<file path="config.mk">
export PLATFORM = sky130hd
export DESIGN_NAME = vram_bus_arbiter
export DESIGN_NICKNAME = d
export VERILOG_FILES = /design/src/rtl/vram_arb_pkg.sv /design/src/rtl/vram_arb_prio.sv /design/src/rtl/vram_bus_arbiter.sv
export SDC_FILE = /design/constraint.sdc
export NUM_CORES = 1
export LEC_CHECK = 0
export ABC_AREA = 1
export BUFFER_PORTS_ARGS = -buffer_cell sky130_fd_sc_hd__buf_2
export CAP_MARGIN = 10
export CORE_ASPECT_RATIO = 1.4
export CORE_MARGIN = 1
export CORE_UTILIZATION = 42
export DETAILED_ROUTE_END_ITERATION = 10
export HOLD_SLACK_MARGIN = 0.15
export PLACE_DENSITY_LB_ADDON = 0.15
export SETUP_SLACK_MARGIN = 0.2
export SLEW_MARGIN = 25
export SYNTH_ARGS = -nofsm -noshare
export SYNTH_HDL_FRONTEND = slang
export SYNTH_SLANG_ARGS = --single-unit
</file>
<file path="constraint.sdc">
create_clock -name clk1 -period 1.2 [get_ports clk1]
set_input_delay 0.24 -clock clk1 [delete_from_list [all_inputs] [get_ports clk1]]
set_output_delay 0.24 -clock clk1 [all_outputs]
set_load 0.02 [all_outputs]
</file>
<file path="src/rtl/vram_arb_pkg.sv">
// Shared types and constants for the VRAM bus arbiter.
// Optional feature macro: VRAM_ARB_CPU_LOCKOUT_EN (used by vram_bus_arbiter).
package vram_arb_pkg;

  localparam int unsigned VRAM_AW = 13;
  localparam int unsigned VRAM_DW = 8;

  // Data returned to a locked-out CPU read; also the read-data reset value.
  localparam logic [VRAM_DW-1:0] LOCKOUT_DATA = 8'hFF;
  localparam logic [VRAM_DW-1:0] RDATA_RST    = 8'hFF;

  typedef enum logic [1:0] {
    OWN_NONE = 2'd0,
    OWN_PPU  = 2'd1,
    OWN_DMA  = 2'd2,
    OWN_CPU  = 2'd3
  } owner_t;

  typedef enum logic [1:0] {
    ST_IDLE = 2'd0,
    ST_ADDR = 2'd1,
    ST_DATA = 2'd2
  } state_t;

  // Latched transaction presented on the VRAM port.
  typedef struct packed {
    logic [VRAM_AW-1:0] addr;
    logic [VRAM_DW-1:0] wdata;
    logic               wr;
  } xact_t;

  // Requester bit position (bit0 PPU, bit1 DMA, bit2 CPU) for an owner code.
  function automatic logic [2:0] owner_mask(owner_t o);
    case (o)
      OWN_PPU: return 3'b001;
      OWN_DMA: return 3'b010;
      OWN_CPU: return 3'b100;
      default: return 3'b000;
    endcase
  endfunction

endpackage

</file>
<file path="src/rtl/vram_arb_prio.sv">
// Fixed-priority picker: PPU > DMA > CPU, after removing excluded requesters.
// Ports:
//   req_i   [2:0] request vector (bit0 PPU, bit1 DMA, bit2 CPU)
//   excl_i  [2:0] exclude mask, same bit order
//   win_c_o       combinational winner owner code (OWN_NONE if no request)
module vram_arb_prio
  import vram_arb_pkg::*;
(
  input  logic [2:0] req_i,
  input  logic [2:0] excl_i,
  output owner_t     win_c_o
);

  logic [2:0] elig;

  always_comb begin
    elig    = req_i & ~excl_i;
    win_c_o = OWN_NONE;
    if (elig[0])      win_c_o = OWN_PPU;
    else if (elig[1]) win_c_o = OWN_DMA;
    else if (elig[2]) win_c_o = OWN_CPU;
  end

endmodule

</file>
<file path="src/rtl/vram_bus_arbiter.sv">
// Shares the single VRAM port between PPU fetcher, OAM DMA and CPU using
// fixed two-cycle ADDR/DATA transactions, each answered by a one-cycle ack.
// Optional feature macro: VRAM_ARB_CPU_LOCKOUT_EN -- when defined, CPU
// requests during cpu_lockout are acked immediately without a VRAM cycle
// (reads return 8'hFF, writes are dropped).
// Ports:
//   clk1, reset                 clock, synchronous active-high reset
//   {ppu,dma,cpu}_req / _a      requests and 13-bit addresses
//   cpu_wr, cpu_d               CPU write flag and write data
//   cpu_lockout                 PPU mode 3 / DMA-from-VRAM active
//   {ppu,dma,cpu}_ack / _q      completion pulses and held read data
//   ma, md_out, md_in           VRAM address, write data, read data
//   mcs, moe, mwr, md_b         chip select, output enable, write, data drive
//   owner                       current bus owner code
module vram_bus_arbiter
  import vram_arb_pkg::*;
(
  input  logic               clk1,
  input  logic               reset,
  input  logic               ppu_req,
  input  logic               dma_req,
  input  logic               cpu_req,
  input  logic [VRAM_AW-1:0] ppu_a,
  input  logic [VRAM_AW-1:0] dma_a,
  input  logic [VRAM_AW-1:0] cpu_a,
  input  logic               cpu_wr,
  input  logic [VRAM_DW-1:0] cpu_d,
  input  logic               cpu_lockout,
  output logic               ppu_ack,
  output logic               dma_ack,
  output logic               cpu_ack,
  output logic [VRAM_DW-1:0] ppu_q,
  output logic [VRAM_DW-1:0] dma_q,
  output logic [VRAM_DW-1:0] cpu_q,
  output logic [VRAM_AW-1:0] ma,
  output logic [VRAM_DW-1:0] md_out,
  input  logic [VRAM_DW-1:0] md_in,
  output logic               mcs,
  output logic               moe,
  output logic               mwr,
  output logic               md_b,
  output logic [1:0]         owner
);

  state_t             state_q, state_d;
  owner_t             owner_q, owner_d;
  xact_t              xact_q, xact_d;
  logic [2:0]         ack_q, ack_d;
  logic [VRAM_DW-1:0] ppu_rd_q, ppu_rd_d;
  logic [VRAM_DW-1:0] dma_rd_q, dma_rd_d;
  logic [VRAM_DW-1:0] cpu_rd_q, cpu_rd_d;
  logic               mcs_q, mcs_d, moe_q, moe_d, mwr_q, mwr_d, mdb_q, mdb_d;

  logic               cpu_elig;
  logic               lock_ack;
  logic               grant;
  logic [2:0]         excl;
  owner_t             win;

`ifdef VRAM_ARB_CPU_LOCKOUT_EN
  // A locked-out CPU request is answered at once unless it already owns the bus.
  assign cpu_elig = cpu_req & ~cpu_lockout;
  assign lock_ack = cpu_req & cpu_lockout & (owner_q != OWN_CPU) & ~ack_q[2];
`else
  logic unused_lockout;
  assign unused_lockout = cpu_lockout;
  assign cpu_elig       = cpu_req;
  assign lock_ack       = 1'b0;
`endif

  // The owner being served is still requesting on its DATA edge; skip it.
  assign excl = (state_q == ST_DATA) ? owner_mask(owner_q) : 3'b000;

  vram_arb_prio u_prio (
    .req_i   ({cpu_elig, dma_req, ppu_req}),
    .excl_i  (excl),
    .win_c_o (win)
  );

  // Next-state, transaction latch, read capture, acks and strobes.
  always_comb begin
    state_d  = state_q;
    owner_d  = owner_q;
    xact_d   = xact_q;
    ack_d    = 3'b000;
    ppu_rd_d = ppu_rd_q;
    dma_rd_d = dma_rd_q;
    cpu_rd_d = cpu_rd_q;
    grant    = 1'b0;

    case (state_q)
      ST_IDLE: grant = 1'b1;
      ST_ADDR: state_d = ST_DATA;
      ST_DATA: begin
        if (!xact_q.wr) begin
          case (owner_q)
            OWN_PPU: ppu_rd_d = md_in;
            OWN_DMA: dma_rd_d = md_in;
            OWN_CPU: cpu_rd_d = md_in;
            default: ;
          endcase
        end
        ack_d = owner_mask(owner_q);
        grant = 1'b1;
      end
      default: begin
        state_d = ST_IDLE;
        owner_d = OWN_NONE;
      end
    endcase

    if (grant) begin
      if (win != OWN_NONE) begin
        state_d = ST_ADDR;
        owner_d = win;
        case (win)
          OWN_PPU: xact_d.addr = ppu_a;
          OWN_DMA: xact_d.addr = dma_a;
          default: xact_d.addr = cpu_a;
        endcase
        xact_d.wr = (win == OWN_CPU) & cpu_wr;
        if (win == OWN_CPU) xact_d.wdata = cpu_d;
      end else begin
        state_d = ST_IDLE;
        owner_d = OWN_NONE;
      end
    end

    if (lock_ack) begin
      ack_d[2] = 1'b1;
      if (!cpu_wr) cpu_rd_d = LOCKOUT_DATA;
    end

    mcs_d = (state_d != ST_IDLE);
    moe_d = mcs_d & ~xact_d.wr;
    mwr_d = (state_d == ST_DATA) & xact_d.wr;
    mdb_d = mcs_d & xact_d.wr;
  end

  always_ff @(posedge clk1) begin
    if (reset) begin
      state_q  <= ST_IDLE;
      owner_q  <= OWN_NONE;
      xact_q   <= '0;
      ack_q    <= 3'b000;
      ppu_rd_q <= RDATA_RST;
      dma_rd_q <= RDATA_RST;
      cpu_rd_q <= RDATA_RST;
      mcs_q    <= 1'b0;
      moe_q    <= 1'b0;
      mwr_q    <= 1'b0;
      mdb_q    <= 1'b0;
    end else begin
      state_q  <= state_d;
      owner_q  <= owner_d;
      xact_q   <= xact_d;
      ack_q    <= ack_d;
      ppu_rd_q <= ppu_rd_d;
      dma_rd_q <= dma_rd_d;
      cpu_rd_q <= cpu_rd_d;
      mcs_q    <= mcs_d;
      moe_q    <= moe_d;
      mwr_q    <= mwr_d;
      mdb_q    <= mdb_d;
    end
  end

  assign ppu_ack = ack_q[0];
  assign dma_ack = ack_q[1];
  assign cpu_ack = ack_q[2];
  assign ppu_q   = ppu_rd_q;
  assign dma_q   = dma_rd_q;
  assign cpu_q   = cpu_rd_q;
  assign ma      = xact_q.addr;
  assign md_out  = xact_q.wdata;
  assign mcs     = mcs_q;
  assign moe     = moe_q;
  assign mwr     = mwr_q;
  assign md_b    = mdb_q;
  assign owner   = owner_q;

endmodule

</file>
==> results of run 1 <==
## state kept, by name (all words and copies together) (netlist names)
signal,count
state_q,2
owner,2
ma,13
md_out,8
dma_q,8
mcs,1
moe,1
ack_q,3
cpu_q,8
md_b,1
xact_q,1
mwr,1
ppu_q,8
## cell type report
type                            count  share of cell area
Clock inverter                      5              0.0188
Multi-Input combinational cell    242               0.277
Sequential cell                    57               0.290
Timing Repair Buffer              163               0.327
Inverter                           32              0.0322
Clock buffer                       11              0.0337
Tap cell                           70              0.0209
## worst paths after layout
path / slack, ns / endpoint / cells after the start / startpoint
min reg2reg: 0.46 / dma_q[2] / 2 / dma_q[2]
min: 0.15 / ack_q[1] / 2 / reset
max: -0.18 / ma[7] / 10 / owner[1]
max reg2reg: -0.18 / ma[7] / 10 / owner[1]
## routing by layer
layer / up-vias / GRT usage
met4: 0 / 0.0972
met2: 85 / 0.414
li1: 1417 / -
met1: 1254 / 0.245
met5: - / 0
met3: 12 / 0.0640
## power by group through the flow
stage               combinational, mW  sequential [mW]  clock [mW]
finish                          0.948             2.08        1.98
global route                     1.04             2.09        2.12
CTS                             0.923             2.07        2.01
detailed placement              0.754             2.07           0
global placement                0.744             2.07           0
floorplan                       0.503             2.10           0
## Yosys cell counts, drive strengths merged
library cell	n
nand2	93
nand3	79
dfxtp	57
nor2	56
inv	32
buf	28
o21ai	11
clkbuf	7
a21oi	1
nand3b	1
nand4	1
## through the flow
step / power, mW / hold WS [ns]
6_report: 5.01 / 0.152
5_1_grt: 5.24 / 0.162
4_1_cts: 5.01 / 0.151
3_5_place_dp: 2.83 / 0.438
3_3_place_gp: 2.82 / 0.432
2_1_floorplan: 2.61 / 0.309
## kinds of logic (layout without fill, tap and decap cells)
kind of cell	after synthesis	in the layout
buf+inv	67	211
compound gates	12	12
simple gates	230	230
flops	57	57
## timing repair
action,in CTS,in global routing
endpoints found under the hold margin,15,0
setup endpoints to repair,107,108
setup buffers,9,5
pin swaps,2,2
resized for setup,182,19
hold buffers,12,0
==> impl_metrics.ini, run 1 <==
[run_status]
failed_checks = setup timing
status = finished with violations

[yosys]
synth_xor_xnor_area_share = 0
synth_top_area_share = 0.441
synth.distinct_cells = 19
muxShareOfSynthArea = 0
ys_ff_latch = 57
syn_inst = 366
ys_seq_area_frac = 0.441
synth_top_cell_by_area = dfxtp_1
synth_top_family_by_area = simple AND/OR/NAND/NOR gates
synth_adder_area_share = 0
synth.top_cells.by_area = dfxtp_1, nand3_1, nand2_1
synth_warnings = 0
synthesis.area_sq_um = 2580
yosys.area_share.simple = 0.392
synth_compound_area_frac = 0.0232
synth_nets = 428
avgSynthCellArea_sq_um = 7.06

[detailed_routing]
dr_wl_met2_um = 3750
drt-pass1-iter-count = 4
wl_met3_um = 416
drc = 0
drt_iter0_markers = 145
top_layer_used = met4
routed_via_density = 4.77
avgRoutedWirePerCell_um = 12.3
drt-total-wl_um = 7150
postRouteAntennaNets = 0
vias = 2768
wl_met1_um = 2840

[setup_path]
cp.buffers_inverters = 2
critPathKind = reg -> reg
worstPathRequired_ns = 1.42
cp_slowest_cell = dfxtp_4
crit_chain = inv_4, nor2_4, nand2_2, nand2_4, nand3_2, nand2_4, buf_12, nand2_1, nand2_1, nor2_1
cp-end-kind = register
max_stage_delay_ns = 0.39
cp.arrival_ns = 1.60
crit_path_max_fanout = 25
crit_family = simple AND/OR/NAND/NOR gates
critPathLaunchType = register

[timing]
worst_slew_pin_slew_ns = 0.310
report.final.setup_viol = 48
fmax_mhz = 727
drv_slew = 0
postLayoutSetupSlackWorst_ns = -0.176
min_period_ns = 1.38
period_share = 1.15
fin_tns_setup_ns = -5.19
skew_ns = 0.00530
hold_viol_final = 0
max-slew-margin-rel = 0.793
rsz0062_at_grt = true

[pwr]
combinationalPowerShare = 0.189
leakage_nw = 2.09
p_sw_frac = 0.262
p_per_area_nw_per_um2 = 1190
p_clk_frac = 0.396
power_frac_seq = 0.415
p_sw_mw = 1.31
p_int_mw = 3.70
peakVddDrop_mv = 0.979

[layout]
layout_commonest_cell = nand2_1
post-route-util = 0.710
syn_to_final_growth_pct = 62.1
nFillCells = 460
layout_common_cells = nand2_1, nand3_1, buf_6
drive_gt1_frac = 0.510
num_antenna_cells = 0
design_area_sq_um = 4190
stdcell_count = 580
seqCellArea_sq_um = 1220
multiInputGateArea_sq_um = 1160
nets = 567

[placed_design]
placed_area_sq_um = 3230
dpl_worst_slack_ns = -0.135
dp_cells = 538
portBuffers = 114
dpl.hpwl_um = 4620
gp_congestion = 0.823

[clocking]
path_clk_slew_ns = 0.07
root_buffer = clkbuf_8
clock_sinks = 57
numCtsBuffers = 9
cts_tree = done
clock_path_buffers = 2
clk_latency_ns = 0.33
htree_num_levels = 3

[die]
std_cell_rows = 33
start_util = 0.438
pin_count = 116
fp.dieW_um = 68.3
core-area_sq_um = 5900
die_y_um = 94.8
die_area_sq_um = 6480

[grt]
antenna_found_initial = 0
grt_first_pass_wirelength_um = 11200
overflow = 0
grt_max_degree = 38
grt_use_total = 0.232
first_global_vias = 2594

[worst_hold_path]
hp-class = in -> reg

[flow_run]
max-cap-violations = 0
(Power assumes the default switching activity.)
==> inputs of run 2 (changes only) <==
--- a/config.mk
+++ b/config.mk
@@ -14,7 +14,7 @@
 export DETAILED_ROUTE_END_ITERATION = 10
 export HOLD_SLACK_MARGIN = 0.15
 export PLACE_DENSITY_LB_ADDON = 0.15
-export SETUP_SLACK_MARGIN = 0.2
+export SETUP_SLACK_MARGIN = 0.02
 export SLEW_MARGIN = 25
 export SYNTH_ARGS = -nofsm -noshare
 export SYNTH_HDL_FRONTEND = slang
==> run 2 against run 1 <==
  * The flow still finishes with violations (setup timing)
  * Worst setup slack improved by 0.012 ns
  * Final cell count fell by 1.0%
  * Total power is 4.9% lower
  * Clock power down 5%
  * Utilization down 7.0 points
  * Critical endpoint is now ppu_q[0]
  * Critical path depth shrank 1
  * Sequential share of layout area is 1.5 points higher
  * Sequential power down 2%
  * Wire length shrank 3.7%
  * Design area shrank 9.9%
==> impl_metrics.ini, run 2 (synthesized netlist as in run 1, its figures left out) <==
[timing]
skew_ns = 0.00391
postLayoutSetupSlackWorst_ns = -0.164
min_period_ns = 1.36
period_share = 1.14
hold_viol_final = 0
max-slew-margin-rel = 0.816
hold-worst-slack_ns = 0.163
worst_slew_pin_slew_ns = 0.275
report.final.setup_viol = 49
rsz0062_at_grt = true
drv_slew = 0
fmax_mhz = 733

[die]
pin_count = 116
die_y_um = 94.8
core-area_sq_um = 5900
std_cell_rows = 33
die_area_sq_um = 6480
start_util = 0.438
fp.dieW_um = 68.3

[grt]
grt_first_pass_wirelength_um = 10900
antenna_found_initial = 0
grt_max_degree = 33
first_global_vias = 2529
grt_use_total = 0.227
overflow = 0

[detailed_routing]
drt_iter0_markers = 159
top_layer_used = met4
wl_met3_um = 397
avgRoutedWirePerCell_um = 12.0
postRouteAntennaNets = 0
wl_met1_um = 2720
dr_wl_met2_um = 3690
drt-total-wl_um = 6890
drt-pass1-iter-count = 4
vias = 2736
routed_via_density = 4.77
drc = 0

[pwr]
peakVddDrop_mv = 0.706
p_total_mw = 4.76
leakage_nw = 1.95
p_per_area_nw_per_um2 = 1260

[worst_hold_path]
hp-class = in -> reg
min-delay-start = md_in[5]
hold_depth = 3
hold_end = dma_q[5]

[setup_path]
crit_family = buffers and inverters
max_stage_delay_ns = 0.37
critPathLaunchType = register
worstRegToRegCells = 9
cp.buffers_inverters = 4
r2r_setup_slack_ns = -0.16
worstPathRequired_ns = 1.47
cp_slowest_cell = dfxtp_4
path_depth = 9
cp-end-kind = register
crit_path_max_fanout = 15
critPathKind = reg -> reg
crit_chain = inv_2, nor2_2, nand2_2, buf_4, buf_12, nor2_4, buf_6, nand2_1, nand3_1
reg2reg_from = owner[0]
cp.arrival_ns = 1.64
r2r_end = ppu_q[0]

[layout]
nets = 561
layout_common_cells = buf_2, nand2_1, nand3_1
stdcell_count = 574
largest_reg_flops = 13
syn_to_final_growth_pct = 46.1
layout_commonest_cell = buf_2
design_area_sq_um = 3780
num_antenna_cells = 0
drive_gt1_frac = 0.415

[run_status]
failed_checks = setup timing
status = finished with violations

[flow_run]
max-cap-violations = 0

[placed_design]
gp_congestion = 0.825
placed_area_sq_um = 3240
portBuffers = 114
dpl.hpwl_um = 4790
dp_cells = 539

[clocking]
cts_tree = done
clock_path_buffers = 2
path_clk_slew_ns = 0.07
numCtsBuffers = 9
htree_num_levels = 3
clk_latency_ns = 0.33
root_buffer = clkbuf_8
clock_sinks = 57
## run 2: tightest hold or removal path: stages
cell     delay, ns
buf_2         0.11
nand2_2       0.05
nand3_1       0.06
## run 2: worst max-delay path by stage
stage / startpoint / to
finish: owner[0] / ppu_q[0]
global route: owner[0] / md_out[4]
CTS: owner[1] / ma[1]
detailed placement: state_q[1] / ma[11]
global placement: state_q[1] / ma[9]
floorplan: owner[1] / ma[12]
## run 2: area by class of cell
cell class                      instances  area [sq um]
Clock buffer                           12           166
Clock inverter                          4          48.8
Fill cell                             541          2130
Inverter                               32           128
Multi-Input combinational cell        242          1180
Sequential cell                        57          1150
Tap cell                               70          87.6
Timing Repair Buffer                  157          1010
## run 2: repair_timing
item	in CTS	in global routing
endpoints found under the hold margin	20	1
pin swaps	1	6
endpoints found under the setup margin	52	54
hold buffers	14	1
resized for setup	23	28
setup buffers	2	3
gates cloned	0	0
## run 2: per-layer routing
layer | vias to the layer above | track usage
met5 | - | 0
met4 | 0 | 0.0885
li1 | 1399 | -
met1 | 1244 | 0.246
met2 | 84 | 0.401
met3 | 9 | 0.0640
## run 2: report_power, final
part | switching (mW) | total (mW) | internal, mW | leakage (nW)
clock network | 0.746 | 1.88 | 1.14 | 0.111
logic | 0.474 | 0.842 | 0.368 | 1.37
registers | 0.0502 | 2.04 | 1.99 | 0.468
## run 2: per-stage QoR
stage | TNS [ns] | utilization | setup WS, ns
finish | -4.52 | 0.640 | -0.164
global route | -9.45 | 0.640 | -0.236
CTS | -2.61 | 0.620 | -0.120
detailed placement | -4.20 | 0.548 | -0.135
global placement | -3.13 | 0.548 | -0.105
floorplan | -2.61 | - | -0.0850
